<file path="src/rtl/xb_pkg.sv">
// Shared definitions for the writeback arbiter: source indices, the buffered
// entry layout at the default widths, and the round-robin advance helper.
package xb_pkg;

  localparam int SRC_ALU = 0;
  localparam int SRC_MUL = 1;
  localparam int SRC_SHF = 2;
  localparam int NUM_SRC = 3;

  localparam int XB_DATA_WIDTH    = 16;
  localparam int XB_ADDRESS_WIDTH = 4;

  // One buffered result: destination register and the data to write there.
  typedef struct packed {
    logic [XB_ADDRESS_WIDTH-1:0] wadd;
    logic [XB_DATA_WIDTH-1:0]    dt;
  } xb_entry_t;

  // Source that follows src in ALU -> MUL -> SHF -> ALU order.
  function automatic logic [1:0] rr_next(input logic [1:0] src);
    return (src == 2'(NUM_SRC - 1)) ? 2'(SRC_ALU) : src + 2'd1;
  endfunction

endpackage

</file>
<file path="src/rtl/xb_wb_fifo.sv">
// Small synchronous FIFO buffering one execution source's results.
// full/empty come straight from the occupancy register, so the source-facing
// ready never depends on the source's own valid.
module xb_wb_fifo #(
  parameter int WIDTH = 20,
  parameter int DEPTH = 2
) (
  input  logic             clk_xb,
  input  logic             rst_xb,
  input  logic             push,
  input  logic             pop,
  input  logic [WIDTH-1:0] din,
  output logic             full,
  output logic             empty,
  output logic [WIDTH-1:0] head
);

  localparam int PW = (DEPTH > 1) ? $clog2(DEPTH) : 1;
  localparam int CW = $clog2(DEPTH) + 1;

  logic [WIDTH-1:0] mem [DEPTH];
  logic [PW-1:0]    rd_ptr;
  logic [PW-1:0]    wr_ptr;
  logic [CW-1:0]    count;
  logic             do_push;
  logic             do_pop;

  // A push into a full FIFO is refused even if the same edge pops it.
  assign do_push = push && !full;
  assign do_pop  = pop && !empty;

  assign full  = (count == CW'(DEPTH));
  assign empty = (count == '0);
  assign head  = mem[rd_ptr];

  // Pointers and occupancy; pointers wrap naturally since DEPTH is 2**PW.
  always_ff @(posedge clk_xb) begin
    if (rst_xb) begin
      rd_ptr <= '0;
      wr_ptr <= '0;
      count  <= '0;
    end else begin
      if (do_push) wr_ptr <= wr_ptr + PW'(1);
      if (do_pop)  rd_ptr <= rd_ptr + PW'(1);
      count <= count + CW'(do_push) - CW'(do_pop);
    end
  end

  // Storage array; contents are don't-care while the FIFO is empty.
  always_ff @(posedge clk_xb) begin
    if (do_push) mem[wr_ptr] <= din;
  end

endmodule

</file>
<file path="src/rtl/xb_wb_arbiter.sv">
// Writeback arbiter: three per-source FIFOs, round-robin grant, one registered
// register-file write per cycle and a per-register pending-write mask.
//
// Source handshake: a result transfers on a rising edge where vld && rdy.
// rdy is purely a function of the source FIFO's occupancy (count < depth),
// so a source may wait on rdy before raising vld and there is no
// combinational path from any vld to any rdy. A source holds its wadd/dt
// stable while vld is high and rdy is low.
module xb_wb_arbiter
  import xb_pkg::*;
#(
  parameter int DATA_WIDTH    = 16,
  parameter int ADDRESS_WIDTH = 4,
  parameter int FIFO_DEPTH    = 2
) (
  input  logic                        clk_xb,
  input  logic                        rst_xb,
  input  logic                        alu_xb_vld,
  input  logic                        mul_xb_vld,
  input  logic                        shf_xb_vld,
  output logic                        xb_alu_rdy,
  output logic                        xb_mul_rdy,
  output logic                        xb_shf_rdy,
  input  logic [ADDRESS_WIDTH-1:0]    alu_xb_wadd,
  input  logic [ADDRESS_WIDTH-1:0]    mul_xb_wadd,
  input  logic [ADDRESS_WIDTH-1:0]    shf_xb_wadd,
  input  logic [DATA_WIDTH-1:0]       alu_xb_dt,
  input  logic [DATA_WIDTH-1:0]       mul_xb_dt,
  input  logic [DATA_WIDTH-1:0]       shf_xb_dt,
  output logic                        xb_rf_w_En,
  output logic [ADDRESS_WIDTH-1:0]    xb_rf_wadd,
  output logic [DATA_WIDTH-1:0]       xb_rf_dt,
  output logic [2**ADDRESS_WIDTH-1:0] xb_ps_busy
);

  localparam int EW   = ADDRESS_WIDTH + DATA_WIDTH;
  localparam int NREG = 2**ADDRESS_WIDTH;

  logic [NUM_SRC-1:0] src_vld;
  logic [NUM_SRC-1:0] src_push;
  logic [NUM_SRC-1:0] src_pop;
  logic [NUM_SRC-1:0] src_full;
  logic [NUM_SRC-1:0] src_empty;
  logic [EW-1:0]      src_in   [NUM_SRC];
  logic [EW-1:0]      src_head [NUM_SRC];

  logic [1:0]         rr_ptr;
  logic               grant_vld;
  logic [1:0]         grant_src;
  logic [2:0]         cand;
  logic [EW-1:0]      grant_entry;

  logic [NREG-1:0]    busy_set;
  logic [NREG-1:0]    busy_clr;
  logic [NREG-1:0]    busy_next;

  assign src_vld          = {shf_xb_vld, mul_xb_vld, alu_xb_vld};
  assign src_in[SRC_ALU]  = {alu_xb_wadd, alu_xb_dt};
  assign src_in[SRC_MUL]  = {mul_xb_wadd, mul_xb_dt};
  assign src_in[SRC_SHF]  = {shf_xb_wadd, shf_xb_dt};

  assign xb_alu_rdy = ~src_full[SRC_ALU];
  assign xb_mul_rdy = ~src_full[SRC_MUL];
  assign xb_shf_rdy = ~src_full[SRC_SHF];
  assign src_push   = src_vld & ~src_full;

  for (genvar g = 0; g < NUM_SRC; g++) begin : g_src
    xb_wb_fifo #(
      .WIDTH (EW),
      .DEPTH (FIFO_DEPTH)
    ) u_fifo (
      .clk_xb (clk_xb),
      .rst_xb (rst_xb),
      .push   (src_push[g]),
      .pop    (src_pop[g]),
      .din    (src_in[g]),
      .full   (src_full[g]),
      .empty  (src_empty[g]),
      .head   (src_head[g])
    );
  end

  // Round-robin search over non-empty heads, starting at rr_ptr.
  always_comb begin
    grant_vld = 1'b0;
    grant_src = rr_ptr;
    cand      = '0;
    src_pop   = '0;
    for (int k = 0; k < NUM_SRC; k++) begin
      cand = {1'b0, rr_ptr} + 3'(k);
      if (cand >= 3'(NUM_SRC)) cand = cand - 3'(NUM_SRC);
      if (!grant_vld && !src_empty[cand[1:0]]) begin
        grant_vld = 1'b1;
        grant_src = cand[1:0];
      end
    end
    if (grant_vld) src_pop[grant_src] = 1'b1;
  end

  assign grant_entry = src_head[grant_src];

  // Pending mask: set on accept, clear the edge after the write is presented;
  // a same-edge set overrides the clear.
  always_comb begin
    busy_set = '0;
    busy_clr = '0;
    for (int s = 0; s < NUM_SRC; s++) begin
      if (src_push[s]) busy_set[src_in[s][EW-1:DATA_WIDTH]] = 1'b1;
    end
    if (xb_rf_w_En) busy_clr[xb_rf_wadd] = 1'b1;
    busy_next = (xb_ps_busy & ~busy_clr) | busy_set;
  end

  // Output write port, busy mask and round-robin pointer.
  always_ff @(posedge clk_xb) begin
    if (rst_xb) begin
      rr_ptr     <= 2'(SRC_ALU);
      xb_rf_w_En <= 1'b0;
      xb_rf_wadd <= '0;
      xb_rf_dt   <= '0;
      xb_ps_busy <= '0;
    end else begin
      xb_ps_busy <= busy_next;
      xb_rf_w_En <= grant_vld;
      if (grant_vld) begin
        xb_rf_wadd <= grant_entry[EW-1:DATA_WIDTH];
        xb_rf_dt   <= grant_entry[DATA_WIDTH-1:0];
        rr_ptr     <= rr_next(grant_src);
      end
    end
  end

endmodule

</file>
<file path="config.mk">
export PLATFORM = sky130hd
export DESIGN_NAME = xb_wb_arbiter
export DESIGN_NICKNAME = d
export VERILOG_FILES = /design/src/rtl/xb_pkg.sv /design/src/rtl/xb_wb_fifo.sv /design/src/rtl/xb_wb_arbiter.sv
export SDC_FILE = /design/constraint.sdc
export NUM_CORES = 1
export LEC_CHECK = 0
export ABC_AREA = 1
export CORE_UTILIZATION = 25
export DETAILED_ROUTE_END_ITERATION = 10
export PLACE_DENSITY = 0.56
export SYNTH_ARGS = -nofsm -noshare
export SYNTH_HDL_FRONTEND = slang
export SYNTH_SLANG_ARGS = --single-unit
</file>
<file path="constraint.sdc">
create_clock -name clk_xb -period 2.83 [get_ports clk_xb]
set_clock_uncertainty 0.1 [all_clocks]
set_input_delay 0.4245 -clock clk_xb [delete_from_list [all_inputs] [get_ports clk_xb]]
set_output_delay 0.4245 -clock clk_xb [all_outputs]
set_load 0.03 [all_outputs]
</file>
==> results.sh, run 1 <==
export IMPL_status="completed"
export IMPL_synth_cell_types=35
export IMPL_mostFrequentLayoutCell="nand2_1"
export IMPL_seqPwrFrac=0.309
export IMPL_p_sw_mw=4.566
export IMPL_die_h_um=178.5
export IMPL_cts_tree="built"
export IMPL_yosysSeqAreaShare=0.6018
export IMPL_p_per_area_mw_per_mm2=1110
export IMPL_clock_sinks=174
export IMPL_syn_nets=784
export IMPL_p_clk_frac=0.207
export IMPL_multi_input_area_sq_mm=0.002769
export IMPL_root_buffer="clkbuf_16"
export IMPL_die_w_um=178.5
export IMPL_routed_wirelength_um=20020
export IMPL_io_pins=105
export IMPL_cp_end_kind="register"
export IMPL_layout_drive_gt1_share=0.2118
export IMPL_swShare=0.4107
export IMPL_core_area_sq_mm=0.03059
export IMPL_final_antenna_net_count=0
export IMPL_synthTopCellsByArea="edfxtp_1, dfxtp_1, mux2_2, nand2_1, nand3_1"
export IMPL_numPortBuffers=104
export IMPL_hold_class="register to register"
export IMPL_r2r_cells=20
export IMPL_grt_start_max_net_pins=32
export IMPL_yosysWarnings=0
export IMPL_arrival_ns=2.92
export IMPL_drv_cap=0
export IMPL_finalMaxSlewViolations=0
export IMPL_ff_latch_area_sq_mm=0.004687
export IMPL_track_usage=0.1289
export IMPL_die_area_sq_mm=0.03184
export IMPL_path_class="register to register"
export IMPL_fmax_ghz=0.3768
export IMPL_avgSynthCellArea_sq_um=10.98
export IMPL_hold_violations=0
export IMPL_hold_ws_ns=0.3800
export IMPL_clk_path_buf_depth=2
export IMPL_layout_setup_ws_ns=0.1759
export IMPL_fin_nets=912
export IMPL_combPwrFrac=0.485
export IMPL_ys_ff_latch=174
export IMPL_holdBufCountCts=0
export IMPL_cts_htree_levels=4
export IMPL_yosys_area_top_type="edfxtp_1"
export IMPL_finalSetupViolCount=0
export IMPL_initial_utilization=0.2545
export IMPL_fin_crit_ns=2.654
export IMPL_cts_buffers=17
export IMPL_dr_first_iter_drc_count=371
export IMPL_via_count=5560
export IMPL_leakage_nw=3.822
export IMPL_netlist_instances=709
export IMPL_vias_per_cell=4.462
export IMPL_clkLatencyLatePin_ns=0.43
export IMPL_period_share=0.9379
export IMPL_grt_pass1_vias=5306
export IMPL_syn_area_sq_mm=0.007784
export IMPL_place_ws_ns=-0.01469
export IMPL_first_pass_iters=6
export IMPL_drc_errors=0
export IMPL_whs_path_depth=1
export IMPL_slew_headroom=0.6186
export IMPL_fillerInstances=3092
export IMPL_diodes=0
export IMPL_antenna_found_initial=0
export IMPL_synth_top_area_frac=0.4629
export IMPL_dpl_cell_area_sq_mm=0.009382
export IMPL_worst_pin_slew_ns=0.5677
export IMPL_grt_pass1_wl_um=30170
export IMPL_crit_path_max_fanout=6
export IMPL_wire_per_inst_um=16.07
export IMPL_place_gp_congestion=0.8676
export IMPL_p_int_mw=6.552
export IMPL_critical_path_required_ns=3.09
export IMPL_layout_common_cells="nand2_1, edfxtp_1, clkdlybuf4s50_1, mux2_2"
export IMPL_dp_hpwl_um=14200
export IMPL_synthToLayoutAreaGrowth_pct=28.65
export IMPL_gr_total_overflow=0
export IMPL_rows=64
export IMPL_final_area_sq_mm=0.01001
export IMPL_ir_drop_v=0.0007884
export IMPL_clk_pin_slew_ns=0.06
export IMPL_start_kind="register"
per-layer routing:
metal	routed length, um	global-route usage	up-vias
li1	-	-	2719
met1	9618	0.1726	2662
met2	9305	0.2088	163
met3	908	0.02835	16
met4	186	0.03390	0
met5	0	0	-
registers in the layout (all words and copies together) (netlist names), named ones only:
| register | cells |
|---|---|
| g_src.u_fifo.rd_ptr | 3 |
| xb_ps_busy | 16 |
| xb_rf_wadd | 4 |
| xb_rf_w_En | 1 |
| xb_rf_dt | 16 |
| g_src.u_fifo.count | 6 |
| rr_ptr | 2 |
| g_src.u_fifo.mem | 120 |
| g_src.u_fifo.wr_ptr | 3 |
worst paths after layout:
check,start,end,slack [ns]
setup / recovery,rr_ptr[0]$_SDFFE_PP0N_,g_src[0].u_fifo.count[1]$_SDFF_PP0_,0.18
hold / removal,g_src[0].u_fifo.count[1]$_SDFF_PP0_,g_src[0].u_fifo.count[1]$_SDFF_PP0_,0.38
setup reg to reg,rr_ptr[0]$_SDFFE_PP0N_,g_src[0].u_fifo.count[1]$_SDFF_PP0_,0.18
hold reg to reg,g_src[0].u_fifo.count[1]$_SDFF_PP0_,g_src[0].u_fifo.count[1]$_SDFF_PP0_,0.38
power by group through the flow:
stage / Sequential [mW] / Combinational (mW) / Clock (mW)
2_1_floorplan: 3.64 / 3.74 / 0
3_3_place_gp: 3.47 / 5.25 / 0
3_5_place_dp: 3.48 / 5.30 / 0
4_1_cts: 3.43 / 5.35 / 2.34
5_1_grt: 3.48 / 6.01 / 2.45
6_report: 3.43 / 5.39 / 2.30
metrics by stage:
step | setup TNS (ns) | power [mW] | utilization | instances
after floorplan | 0 | 7.383 | - | 709
after global placement | 0 | 8.728 | 0.3067 | 1212
after detailed placement | -0.01469 | 8.780 | 0.3067 | 1212
after CTS | 0 | 11.13 | 0.3259 | 1244
after global routing | -0.01054 | 11.93 | 0.3273 | 1246
final | 0 | 11.12 | 0.3273 | 1246
worst max-delay path: stages (launching register included):
cell     delay [ns]
dfxtp_2        0.33
buf_4          0.14
ha_2           0.19
inv_2          0.07
nand2_1        0.06
nand2_1        0.09
nand2_2        0.07
nand2_4        0.12
nand2_4        0.08
nor2_4         0.14
inv_2          0.08
nand2_8        0.09
nor2_1         0.05
nand2_1        0.08
inv_1          0.05
ha_1           0.27
inv_1          0.05
ha_1           0.14
xor2_1         0.17
o21ai_0        0.09
a21oi_1        0.12
cell type report:
cell class | instances | area share
clock buffers | 22 | 0.05098
clock inverters | 10 | 0.006747
inverters | 52 | 0.01974
multi-input cells | 457 | 0.2765
flip-flops and latches | 174 | 0.4681
well taps | 396 | 0.04948
repair buffers | 135 | 0.1285
synth_stat cells, drive strengths merged:
master / number
buf: 15
a22oi: 3
nor3: 11
a31oi: 7
nand4: 9
nor2: 65
o31ai: 2
edfxtp: 120
inv: 52
dfxtp: 54
a21oi: 13
clkbuf: 11
nand3: 59
nand2: 173
a41oi: 9
o21ai: 31
xor2: 3
nand3b: 1
ha: 10
mux2: 60
or2: 1
kinds of logic after synthesis:
family / Yosys count / share of synthesized area
compound gates: 65 / 0.04935
xor+xnor: 3 / 0.003376
fa+ha+maj: 10 / 0.01607
buf+inv: 78 / 0.04871
flops: 174 / 0.6018
mux: 60 / 0.08680
simple gates: 319 / 0.1939
what timing repair did:
item / 4_1_cts / 5_1_grt
pin swaps: 0 / 7
endpoints found under the setup margin: 2 / 3
resized for setup: 1 / 10
setup buffers: 0 / 2
No activity file was read; power rests on OpenSTA's default activity.
==> run 2: changes to the inputs <==
--- a/config.mk
+++ b/config.mk
@@ -6,6 +6,7 @@
 export NUM_CORES = 1
 export LEC_CHECK = 0
 export ABC_AREA = 1
+export CORE_MARGIN = 2
 export CORE_UTILIZATION = 25
 export DETAILED_ROUTE_END_ITERATION = 10
 export PLACE_DENSITY = 0.56
==> results.sh, run 2 (same netlist as run 1, synthesis figures left out) <==
export IMPL_status="completed"
export IMPL_combPwrFrac=0.489
export IMPL_fin_nets=916
export IMPL_clk_path_buf_depth=2
export IMPL_startpoint="rr_ptr[0]$_SDFFE_PP0N_"
export IMPL_via_count=5573
export IMPL_hold_violations=0
export IMPL_grt_pass1_wl_um=31400
export IMPL_ir_drop_v=0.0007400
export IMPL_grt_pass1_vias=5669
export IMPL_antenna_found_initial=0
export IMPL_layout_drive_gt1_share=0.2155
export IMPL_cts_buffers=17
export IMPL_period_share=0.9399
export IMPL_r2r_cells=19
export IMPL_top_regs="g_src.u_fifo.mem: 120 flops, xb_ps_busy: 16 flops, xb_rf_dt: 16 flops"
export IMPL_holdBufCountCts=0
export IMPL_dr_first_iter_drc_count=360
export IMPL_dp_hpwl_um=14580
export IMPL_p_sw_mw=4.655
export IMPL_diodes=0
export IMPL_first_pass_iters=5
export IMPL_finalSetupViolCount=0
export IMPL_initial_utilization=0.2545
export IMPL_io_pins=105
export IMPL_crit_path_max_fanout=5
export IMPL_synthToLayoutAreaGrowth_pct=30.16
export IMPL_finalMaxSlewViolations=0
export IMPL_start_kind="register"
export IMPL_die_h_um=180.5
export IMPL_fillerInstances=3114
export IMPL_cp_endpoint="g_src[2].u_fifo.count[1]$_SDFF_PP0_"
export IMPL_leakage_nw=3.857
export IMPL_fin_crit_ns=2.660
export IMPL_core_area_sq_mm=0.03059
export IMPL_grt_start_max_net_pins=30
export IMPL_seqPwrFrac=0.302
export IMPL_swShare=0.4072
export IMPL_clock_sinks=174
export IMPL_reg2reg_from="rr_ptr[0]$_SDFFE_PP0N_"
export IMPL_slew_headroom=0.6111
export IMPL_top_register="g_src.u_fifo.mem"
export IMPL_routed_wirelength_um=20560
export IMPL_clk_pin_slew_ns=0.06
export IMPL_p_per_area_mw_per_mm2=1128
export IMPL_die_w_um=180.5
export IMPL_place_gp_congestion=0.8792
export IMPL_numPortBuffers=104
export IMPL_hold_class="register to register"
export IMPL_worst_pin_slew_ns=0.5789
export IMPL_path_class="register to register"
export IMPL_largest_reg_flops=120
export IMPL_root_buffer="clkbuf_16"
export IMPL_vias_per_cell=4.458
export IMPL_fmax_ghz=0.3759
export IMPL_critical_path_required_ns=3.09
export IMPL_utilization=0.3312
export IMPL_final_antenna_net_count=0
export IMPL_min_delay_start="g_src[1].u_fifo.rd_ptr$_SDFFE_PP0P_"
export IMPL_die_area_sq_mm=0.03256
export IMPL_final_area_sq_mm=0.01013
export IMPL_arrival_ns=2.92
export IMPL_cts_tree="built"
export IMPL_drc_errors=0
export IMPL_cts_htree_levels=4
export IMPL_wire_per_inst_um=16.44
export IMPL_track_usage=0.1269
export IMPL_layout_common_cells="nand2_1, edfxtp_1, clkdlybuf4s50_1, mux2_2"
export IMPL_clkLatencyLatePin_ns=0.43
export IMPL_drv_cap=0
export IMPL_cp_end_kind="register"
export IMPL_dpl_cell_area_sq_mm=0.009387
export IMPL_mostFrequentLayoutCell="nand2_1"
export IMPL_crit_reg2reg_capture="g_src[2].u_fifo.count[1]$_SDFF_PP0_"
export IMPL_gr_total_overflow=0
export IMPL_rrSetupSlack_ns=0.17
export IMPL_p_clk_frac=0.209
export IMPL_rows=64
export IMPL_p_int_mw=6.777
-- run 2: cell types whose count changed in the layout (fill, tap and decap cells not counted), moves of 2 or more --
cell       delta
buf_12        +2
bufinv_16     +2
clkbuf_1      +3
inv_4         -3
nand2_4       +2
nor2_1        -2
nor2_2        +2
-- run 2: how the worst min path moves through the flow --
| stage | cells after the start | slack, ns | end |
|---|---|---|---|
| after floorplan | 1 | 0.34 | g_src[0].u_fifo.count[1]$_SDFF_PP0_ |
| after global placement | 1 | 0.36 | g_src[0].u_fifo.count[1]$_SDFF_PP0_ |
| after detailed placement | 1 | 0.38 | g_src[0].u_fifo.count[1]$_SDFF_PP0_ |
| after CTS | 1 | 0.40 | g_src[0].u_fifo.count[1]$_SDFF_PP0_ |
| after global routing | 2 | 0.43 | g_src[1].u_fifo.rd_ptr$_SDFFE_PP0P_ |
| final | 2 | 0.40 | g_src[1].u_fifo.rd_ptr$_SDFFE_PP0P_ |
-- run 2: through the flow --
step	hold slack (ns)	cells	total power, mW	TNS [ns]	setup slack (ns)
after global routing	0.4298	1250	12.25	-0.008076	-0.008076
after global placement	0.3557	1211	8.778	0	0.08417
final	0.3985	1250	11.43	0	0.1700
after floorplan	0.3431	709	7.383	0	0.05457
after CTS	0.3953	1243	11.26	0	0.0009805
after detailed placement	0.3804	1211	8.828	0	0.01984
-- run 2: final cells by class --
class / count / area, sq um / area share
sequential: 174 / 4690 / 0.4629
clock inverter: 9 / 107.6 / 0.01062
inverter: 52 / 202.7 / 0.02001
timing repair buffer: 139 / 1345 / 0.1328
multi-input combinational: 457 / 2790 / 0.2754
clock buffer: 23 / 500.5 / 0.04940
tap: 396 / 495.5 / 0.04891
-- run 2: worst max-delay path, cell delays in order, from the launching register on --
cell     delay [ns]
dfxtp_2        0.34
inv_2          0.05
ha_4           0.25
inv_4          0.09
buf_4          0.13
nand3_4        0.08
nand2_4        0.11
nand2_4        0.07
nor2_4         0.14
inv_2          0.06
nand2_4        0.11
nor2_8         0.05
nand2_1        0.08
inv_1          0.06
ha_1           0.28
inv_1          0.05
ha_1           0.15
xor2_1         0.18
o21ai_0        0.10
a21oi_1        0.13
-- run 2: routing by layer --
metal  track usage  vias to the layer above  part of all wire
li1              -                     2719                 -
met1        0.1682                     2663              0.47
met2        0.2049                      166              0.46
met3       0.03072                       25             0.050
met4       0.03903                        0             0.014
met5             0                        -                 0
-- run 2: what timing repair did --
item,in CTS,in global routing
resized for setup,0,21
setup endpoints to repair,0,3
setup buffers,0,7
-- run 2: power groups by stage --
stage	combinational, mW	sequential, mW	clock [mW]
4_1_cts	5.37	3.45	2.44
3_5_place_dp	5.33	3.50	0
3_3_place_gp	5.29	3.49	0
2_1_floorplan	3.74	3.64	0
6_report	5.59	3.45	2.39
5_1_grt	6.21	3.50	2.54
